===== src/rtl/rs232_avm_responder.sv =====
// Avalon-MM responder exposing the RS232 UART register map (RX=0, TX=4, STATUS=8)
// over an RX byte-stream FIFO and a TX byte-stream FIFO.

module rs232_avm_fifo #(
    parameter int DEPTH = 4,
    parameter int AW    = $clog2(DEPTH)
) (
    input  logic        clk_i,
    input  logic        rst_i,
    input  logic        push_i,
    input  logic        pop_i,
    input  logic [7:0]  din_i,
    output logic [7:0]  dout_o,
    output logic [AW:0] cnt_o
);
    logic [7:0]    mem_q [DEPTH];
    logic [AW-1:0] wr_q, rd_q;
    logic [AW:0]   cnt_q;

    always_ff @(posedge clk_i) begin
        if (push_i) mem_q[wr_q] <= din_i;
    end

    // Callers guarantee push only when not full and pop only when not empty.
    always_ff @(posedge clk_i) begin
        if (rst_i) begin
            wr_q  <= '0;
            rd_q  <= '0;
            cnt_q <= '0;
        end else begin
            if (push_i) wr_q <= wr_q + 1'b1;
            if (pop_i)  rd_q <= rd_q + 1'b1;
            cnt_q <= cnt_q + {{AW{1'b0}}, push_i} - {{AW{1'b0}}, pop_i};
        end
    end

    assign dout_o = mem_q[rd_q];
    assign cnt_o  = cnt_q;
endmodule

module rs232_avm_responder #(
    parameter int RX_DEPTH    = 4,
    parameter int TX_DEPTH    = 4,
    parameter int WAIT_CYCLES = 1
) (
    input  logic        avm_clk,
    input  logic        avm_rst,
    input  logic [4:0]  avm_address,
    input  logic        avm_read,
    output logic [31:0] avm_readdata,
    input  logic        avm_write,
    input  logic [31:0] avm_writedata,
    output logic        avm_waitrequest,
    input  logic [7:0]  rx_data,
    input  logic        rx_valid,
    output logic        rx_ready,
    output logic [7:0]  tx_data,
    output logic        tx_valid,
    input  logic        tx_ready
);
    localparam int RXA = $clog2(RX_DEPTH);
    localparam int TXA = $clog2(TX_DEPTH);
    localparam logic [RXA:0] RX_FULL = RX_DEPTH[RXA:0];
    localparam logic [TXA:0] TX_FULL = TX_DEPTH[TXA:0];
    localparam logic [3:0]   WLOAD   = (WAIT_CYCLES > 0) ? WAIT_CYCLES[3:0] - 4'd1 : 4'd0;

    typedef enum logic [1:0] {S_IDLE, S_WAIT, S_ACK} state_t;

    state_t     state_q, state_d;
    logic [3:0] wcnt_q, wcnt_d;
    logic [4:0] addr_q, addr_d;
    logic       rd_q, rd_d;
    logic [7:0] wdat_q, wdat_d;
    logic       ovf_q, ovf_d;

    logic [RXA:0] rx_cnt;
    logic [TXA:0] tx_cnt;
    logic [7:0]   rx_head, tx_head;
    logic         ack, rx_ne, tx_nf, rx_push, rx_pop, tx_push, tx_pop;
    logic         unused_wdata;

    assign unused_wdata = ^avm_writedata[31:8];

    assign ack      = (state_q == S_ACK);
    assign rx_ne    = (rx_cnt != '0);
    assign tx_nf    = (tx_cnt != TX_FULL);
    assign rx_ready = !avm_rst && (rx_cnt != RX_FULL);
    assign tx_valid = (tx_cnt != '0);
    assign tx_data  = tx_valid ? tx_head : 8'h00;

    assign rx_push  = rx_valid && rx_ready;
    assign tx_pop   = tx_valid && tx_ready;
    assign rx_pop   = ack && rd_q && (addr_q == 5'd0) && rx_ne;
    assign tx_push  = ack && !rd_q && (addr_q == 5'd4) && tx_nf;

    assign avm_waitrequest = !ack;

    // Read data comes only from registered state, so it is stable for the whole ACK cycle.
    always_comb begin
        avm_readdata = 32'h0;
        if (ack && rd_q) begin
            case (addr_q)
                5'd0:    avm_readdata = {24'h0, rx_ne ? rx_head : 8'h00};
                5'd8:    avm_readdata = {24'h0, rx_ne, tx_nf, 5'b0, ovf_q};
                default: avm_readdata = 32'h0;
            endcase
        end
    end

    always_comb begin
        state_d = state_q;
        wcnt_d  = wcnt_q;
        addr_d  = addr_q;
        rd_d    = rd_q;
        wdat_d  = wdat_q;
        ovf_d   = ovf_q;
        case (state_q)
            S_IDLE: begin
                if (avm_read || avm_write) begin
                    addr_d  = avm_address;
                    rd_d    = avm_read;
                    wdat_d  = avm_writedata[7:0];
                    wcnt_d  = WLOAD;
                    state_d = (WAIT_CYCLES > 0) ? S_WAIT : S_ACK;
                end
            end
            S_WAIT: begin
                if (wcnt_q == 4'd0) state_d = S_ACK;
                else                wcnt_d  = wcnt_q - 4'd1;
            end
            S_ACK: begin
                state_d = S_IDLE;
                if (!rd_q && addr_q == 5'd4 && !tx_nf) ovf_d = 1'b1;
                if (rd_q && addr_q == 5'd8)            ovf_d = 1'b0;
            end
            default: state_d = S_IDLE;
        endcase
    end

    always_ff @(posedge avm_clk) begin
        if (avm_rst) begin
            state_q <= S_IDLE;
            wcnt_q  <= 4'd0;
            addr_q  <= 5'd0;
            rd_q    <= 1'b0;
            wdat_q  <= 8'h00;
            ovf_q   <= 1'b0;
        end else begin
            state_q <= state_d;
            wcnt_q  <= wcnt_d;
            addr_q  <= addr_d;
            rd_q    <= rd_d;
            wdat_q  <= wdat_d;
            ovf_q   <= ovf_d;
        end
    end

    rs232_avm_fifo #(.DEPTH(RX_DEPTH)) u_rx_fifo (
        .clk_i (avm_clk), .rst_i (avm_rst),
        .push_i(rx_push), .pop_i (rx_pop),
        .din_i (rx_data), .dout_o(rx_head), .cnt_o (rx_cnt)
    );

    rs232_avm_fifo #(.DEPTH(TX_DEPTH)) u_tx_fifo (
        .clk_i (avm_clk), .rst_i (avm_rst),
        .push_i(tx_push), .pop_i (tx_pop),
        .din_i (wdat_q),  .dout_o(tx_head), .cnt_o (tx_cnt)
    );
endmodule


===== config.mk =====
export PLATFORM = sky130hd
export DESIGN_NAME = rs232_avm_responder
export DESIGN_NICKNAME = d
export VERILOG_FILES = /design/src/rtl/rs232_avm_responder.sv
export SDC_FILE = /design/constraint.sdc
export NUM_CORES = 1
export LEC_CHECK = 0
export CAP_MARGIN = 20
export CORE_ASPECT_RATIO = 2
export CORE_UTILIZATION = 40
export CTS_CLUSTER_SIZE = 25
export DETAILED_ROUTE_END_ITERATION = 16
export GPL_ROUTABILITY_DRIVEN = 0
export PLACE_DENSITY = 0.65
export SETUP_SLACK_MARGIN = 0.3
export SLEW_MARGIN = 30
export SYNTH_ARGS = -nofsm -noshare
export SYNTH_HDL_FRONTEND = slang
export SYNTH_SLANG_ARGS = --single-unit

===== constraint.sdc =====
create_clock -name avm_clk -period 4.6 [get_ports avm_clk]
set_input_delay 0.69 -clock avm_clk [delete_from_list [all_inputs] [get_ports avm_clk]]
set_output_delay 0.69 -clock avm_clk [all_outputs]
set_load 0.02 [all_outputs]

==> out/summary.txt, run 1 <==
Nets - 443
Routed via count - 2,592
Vias in the first global route - 2,559
DP HPWL - 5728 um
Synthesis-stage register bit count - 103
Util after Layout - 0.4841
Least-Margin Pin Slew - 0.8622 ns
Port Buffers - 45
Hold Crit Class - reg -> reg
Area Growth Syn to Fin - 17.48%
Sequential area share after synthesis - 0.5992
DR WL/cell - 15.04 um
Cell Int Power - 1711 uW
Post-DR vias/cell - 4.966
Row Count - 54
RSZ-0062 raised after global routing - false
Gr usage total - 0.1418
Pin count of the biggest net entering global routing - 33
Initial Utilization - 0.4121
Total Negative Setup Slacks - 0 ns
Gate power share - 0.198
Tcrit/Tclk final - 0.7881
Max frequency - 275.8 MHz
EDFF count, synth - 64
Status - finished, final reports clean
Power density cells - 441.0 nW/um2
First-iteration detailed-routing DRC count - 199
Cells after Synth - 338
Global-route wire length before repair - 12,700 um
Worst setup SP type - register
Post-route ant nets - 0
Yosys Warn Count - 0
Post-cts repair resize count - 0
Total gr overflow - 0
Fin crit period - 3.625 ns
Clk slew on worst S/H paths - 0.07 ns
CTS Buf Count - 9
Final hold violations - 0
Post-route cell area - 5299 um2
Die Wd - 77.09 um
Crit path DAT - 2.94 ns
Clk buf depth - 2
Fill cell count - 970
Fin. max-slew vios - 0
Main flop type after synthesis - edfxtp_1
Endpoints failing setup - 0
Placed cells - 506
Sink Count - 103
Io pins - 94
Leak - 0.001864 uW
Worst VDD drop - 332.2 uV
CTS tree - yes
Layout cells sized above 1 - 0.1152
N_diodes - 0
Finished Layout Cells - 522
Crit end category - output pin
Seq pwr share - 0.469
H-Tree Depth - 3
Max-Cap Viols - 0
Switch Pwr - 626.2 uW
Cell at the root of the clock tree - clkbuf_16
Skew final - 0.008040 ns
Worst-skew pair later-pin latency - 0.34 ns
Maximum fanout along the worst path - 11
Initial antenna violation count - 0
Die area - 11,730 um2
Post-place instance area - 4984 um2
Async SR Flop Fraction - 0
Post-CTS setup buffers - 0
Rel. slew slack - 0.4231
Hold_ws - 0.4868 ns
First-pass DRT Iterations - 6
Die height - 152.2 um
Syn Area/Cell - 13.34 um2
Std-Cell Core Area - 10,950 um2
Synthesized area - 4511 um2
Count of unique library cells instantiated by Yosys - 47
Req. time, crit path - 3.91 ns
Kind of critical path - reg -> out
Switching Share - 0.2680
DR DRC count - 0
Total Wirelength - 7852 um
Part of the power in the clock network - 0.333
Post-CTS Hold Buffers - 0
-- stage by stage --
stage	setup WS [ns]	power (uW)
final	0.9747	2337
after floorplan	2.034	1427
after global placement	1.320	1571
after detailed placement	1.329	1589
after global routing	0.8047	2443
after CTS	0.9270	2368
-- worst max-delay path, cell delays in order, from the launching register on --
cell and delay, ns:
dfxtp_1 0.39, or4b_1 0.64, nor4_4 0.69, o2bb2ai_1 0.22, clkdlybuf4s50_1 0.64
-- placed cells by master (no fill, tap or decap), types with 3 or more instances in the layout --
master and instances:
a21oi_1 17, and2_1 13, clkbuf_16 9, clkdlybuf4s50_1 45, conb_1 24, dfxtp_1 39
edfxtp_1 64, ha_1 13, inv_1 21, mux2_1 3, mux4_2 16, nand2b_1 4
nand3_1 13, nor2_1 12, nor2b_1 14, nor3b_1 4, o21ai_0 16, o2bb2ai_1 3
o31ai_1 3, or3_1 3, or4_1 3, xnor2_1 4
-- path summary, 6_finish.rpt --
| kind | from | endpoint | slack [ns] | depth (start not counted) |
|---|---|---|---|---|
| worst max register to register | state_q[1]$_SDFFE_PP0P_ | u_rx_fifo.cnt_o[2]$_SDFF_PP0_ | 1.53 | 9 |
| worst max-delay path | state_q[1]$_SDFFE_PP0P_ | avm_readdata[0] | 0.97 | 4 |
| worst min-delay path | addr_q[0]$_SDFFE_PP0P_ | addr_q[0]$_SDFFE_PP0P_ | 0.49 | 2 |
| worst min register to register | addr_q[0]$_SDFFE_PP0P_ | addr_q[0]$_SDFFE_PP0P_ | 0.49 | 2 |
-- kinds of logic after synthesis --
group,synth area share
compound gates,0.06131
xor+xnor,0.01165
fa+ha+maj,0.04494
buf+inv,0.07379
flops,0.5992
mux,0.09209
other cells,0.0008314
simple gates,0.1162
-- layer usage --
layer	global-route usage	vias up	routed length, um
li1	-	1254	-
met3	0.03653	9	301
met5	0	-	0
met4	0.05031	0	131
met2	0.2708	71	4446
met1	0.1446	1258	2972
-- final cells by class --
cell class / instances / area, um2 / share of cell area
clock buffers: 10 / 239.0 / 0.04510
clock inverters: 6 / 76.32 / 0.01440
inverters: 21 / 78.83 / 0.01488
multi-input cells: 196 / 1569 / 0.2961
flip-flops and latches: 103 / 2703 / 0.5100
well taps: 140 / 175.2 / 0.03306
repair buffers: 46 / 457.9 / 0.08642
-- cell usage after synthesis, types with 2 or more instances --
library cell | n | area, um2
fa_1 | 2 | 40.04
or4_1 | 3 | 22.52
xor2_1 | 2 | 17.52
or2_2 | 2 | 12.51
clkbuf_1 | 12 | 45.04
nor2b_1 | 14 | 87.58
or4b_1 | 2 | 20.02
o21ai_0 | 16 | 80.08
mux4_2 | 16 | 360.4
o2bb2ai_1 | 3 | 26.28
nor2_1 | 13 | 48.80
or3_1 | 3 | 18.77
and2_1 | 13 | 81.33
o31ai_1 | 3 | 22.52
inv_1 | 21 | 78.83
buf_1 | 2 | 7.510
a221oi_1 | 2 | 17.52
buf_2 | 2 | 10.01
edfxtp_1 | 64 | 1922
nor3b_1 | 4 | 30.03
nand2_1 | 2 | 7.510
nand3_1 | 13 | 65.06
a21oi_1 | 17 | 85.08
o221ai_1 | 2 | 17.52
ha_1 | 13 | 162.7
buf_4 | 24 | 180.2
mux2_1 | 3 | 33.78
dfxtp_1 | 39 | 780.8
xnor2_1 | 4 | 35.03
nand2b_1 | 4 | 25.02
nor3_1 | 2 | 10.01
-- sequential cells by signal, summed over array words and instances (netlist names), 3 cells and up, named ones only --
signal,cells
addr_q,5
u_rx_fifo.cnt_o,3
u_rx_fifo.mem_q,32
u_tx_fifo.cnt_o,3
u_tx_fifo.mem_q,32
wcnt_q,4
wdat_q,8
-- power groups by stage --
stage | sequential, uW | clock (uW) | combinational, uW
finish | 1100 | 777 | 462
floorplan | 1080 | 0 | 344
global route | 1110 | 827 | 507
CTS | 1100 | 798 | 470
detailed placement | 1120 | 0 | 469
global placement | 1110 | 0 | 457
Power figures use the tool's default switching activity.
==> run 2, diff against run 1 <==
clock period = 3.5 ns   (was 4.6 ns; I/O delays follow)
==> out/summary.txt, run 2 (same netlist as run 1, synthesis figures left out) <==
Total gr overflow - 0 (unchanged)
First-iteration detailed-routing DRC count - 171 (-14%)
Biggest regs - u_rx_fifo.mem_q: 32 flops, u_tx_fifo.mem_q: 32 flops, wdat_q: 8 flops
Nets - 445 (+0.45%)
Worst-skew pair later-pin latency - 0.34 ns (about the same)
Clk buf depth - 2 (unchanged)
Endpoints failing setup - 0 (unchanged)
Clk slew on worst S/H paths - 0.06 ns (about the same)
Io pins - 94 (unchanged)
Cell at the root of the clock tree - clkbuf_16
Req. time, crit path - 2.97 ns (-0.94 ns)
Max-Cap Viols - 0 (unchanged)
Most common cell after layout, fill and taps aside - edfxtp_1
Die height - 152.2 um (unchanged)
Total Wirelength - 7751 um (-1.3%)
DR WL/cell - 14.79 um (-1.7%)
N_diodes - 0 (unchanged)
Worst setup SP type - register
Kind of critical path - reg -> out
Pin count of the biggest net entering global routing - 33 (unchanged)
Finished Layout Cells - 524 (+0.38%)
Gr usage total - 0.1439 (+0.002028)
Vias in the first global route - 2,582 (+0.90%)
DP HPWL - 5659 um (-1.2%)
Fin. max-slew vios - 0 (unchanged)
Die Wd - 77.09 um (unchanged)
First-pass DRT Iterations - 4 (-2)
Initial Utilization - 0.4121 (unchanged)
Post-place setup slack - 0.5214 ns (-0.8074 ns)
CTS tree - yes
Initial antenna violation count - 0 (unchanged)
Rel. slew slack - 0.3855 (-0.03753)
Crit path DAT - 2.57 ns (-0.37 ns)
Status - finished, final reports clean
Post-CTS Hold Buffers - 0 (unchanged)
Final hold violations - 0 (unchanged)
Maximum fanout along the worst path - 11 (unchanged)
Post-DR vias/cell - 4.884 (-1.6%)
Global-route wire length before repair - 12,870 um (+1.3%)
Least-Margin Pin Slew - 0.9183 ns (+0.05609 ns)
Post-CTS setup buffers - 0 (unchanged)
Post-route ant nets - 0 (unchanged)
Layout cells sized above 1 - 0.1146 (-0.0005999)
Std-Cell Core Area - 10,950 um2 (unchanged)
Max frequency - 323.0 MHz
Fin crit period - 3.096 ns
Hold Crit Class - reg -> reg
RSZ-0062 raised after global routing - false
Die area - 11,730 um2 (unchanged)
DR DRC count - 0 (unchanged)
CTS Buf Count - 9 (unchanged)
Leak - 0.001904 uW (+2.1%)
Tcrit/Tclk final - 0.8845
Power density cells - 573.8 nW/um2 (+30%)
Most frequent cells in the layout - 64 x edfxtp_1, 42 x clkdlybuf4s50_1, 39 x dfxtp_1
Sink Count - 103 (unchanged)
Worst VDD drop - 343.2 uV (+3.3%)
Routed via count - 2,559 (-1.3%)
Crit end category - output pin
Port Buffers - 45 (unchanged)
Total Negative Setup Slacks - 0 ns (unchanged)
Row Count - 54 (unchanged)
Placed cells - 508 (+0.40%)
Fin worst setup slack - 0.4042 ns (-0.5705 ns)
H-Tree Depth - 3 (unchanged)
Area Growth Syn to Fin - 17.45% (about the same)
Skew final - 0.005237 ns (-0.002802 ns)
[run 2: metrics by stage]
step                      power, uW  instance area (um2)  utilization  hold slack [ns]
final                          3040                 5298       0.4840           0.4865
after global routing           3182                 5298       0.4840           0.5110
after CTS                      3080                 5293       0.4835           0.4867
after detailed placement       2093                 4994       0.4562           0.4718
after global placement         2077                 4991       0.4560           0.4591
after floorplan                1876                 4597            -           0.4483
[run 2: layer usage]
| layer | up-vias | wire length (um) | GRT usage |
|---|---|---|---|
| met4 | 0 | 148 | 0.06020 |
| met2 | 55 | 4364 | 0.2755 |
| li1 | 1262 | - | - |
| met5 | - | 0 | 0 |
| met3 | 11 | 321 | 0.02934 |
| met1 | 1231 | 2917 | 0.1469 |
[run 2: timing repair]
action	in CTS	in global routing
gates resized for setup	2	2
setup endpoints to repair	8	2
endpoints found under the hold margin	0	0
[run 2: report_power, final]
group / internal (uW) / leakage, uW / switching [uW] / total, uW
Sequential: 1360 / 0.000903 / 78.5 / 1440
Clock: 560 / 0.000142 / 425 / 985
Combinational: 311 / 0.000859 / 304 / 615
[run 2: path summary, 6_finish.rpt]
path,cells past startpoint,slack (ns),endpoint,start
setup / recovery,5,0.40,avm_readdata[2],state_q[1]$_SDFFE_PP0P_
hold / removal,2,0.49,addr_q[1]$_SDFFE_PP0P_,addr_q[1]$_SDFFE_PP0P_
setup reg to reg,10,0.78,u_rx_fifo.cnt_o[2]$_SDFF_PP0_,state_q[1]$_SDFFE_PP0P_
hold reg to reg,2,0.49,addr_q[1]$_SDFFE_PP0P_,addr_q[1]$_SDFFE_PP0P_
[run 2: worst max-delay path, stage by stage, from the launching register on]
cell	delay [ns]
dfxtp_1	0.39
or4b_4	0.56
nor4_4	0.29
buf_4	0.22
and2_1	0.16
clkdlybuf4s50_1	0.61
[run 2: area by class of cell]
| class | instances | area (um2) |
|---|---|---|
| clock buffer | 10 | 229.0 |
| tap | 140 | 175.2 |
| clock inverter | 6 | 67.56 |
| timing repair buffer | 48 | 476.7 |
| inverter | 21 | 78.83 |
| sequential | 103 | 2703 |
| multi-input combinational | 196 | 1568 |
| fill | 977 | 5648 |
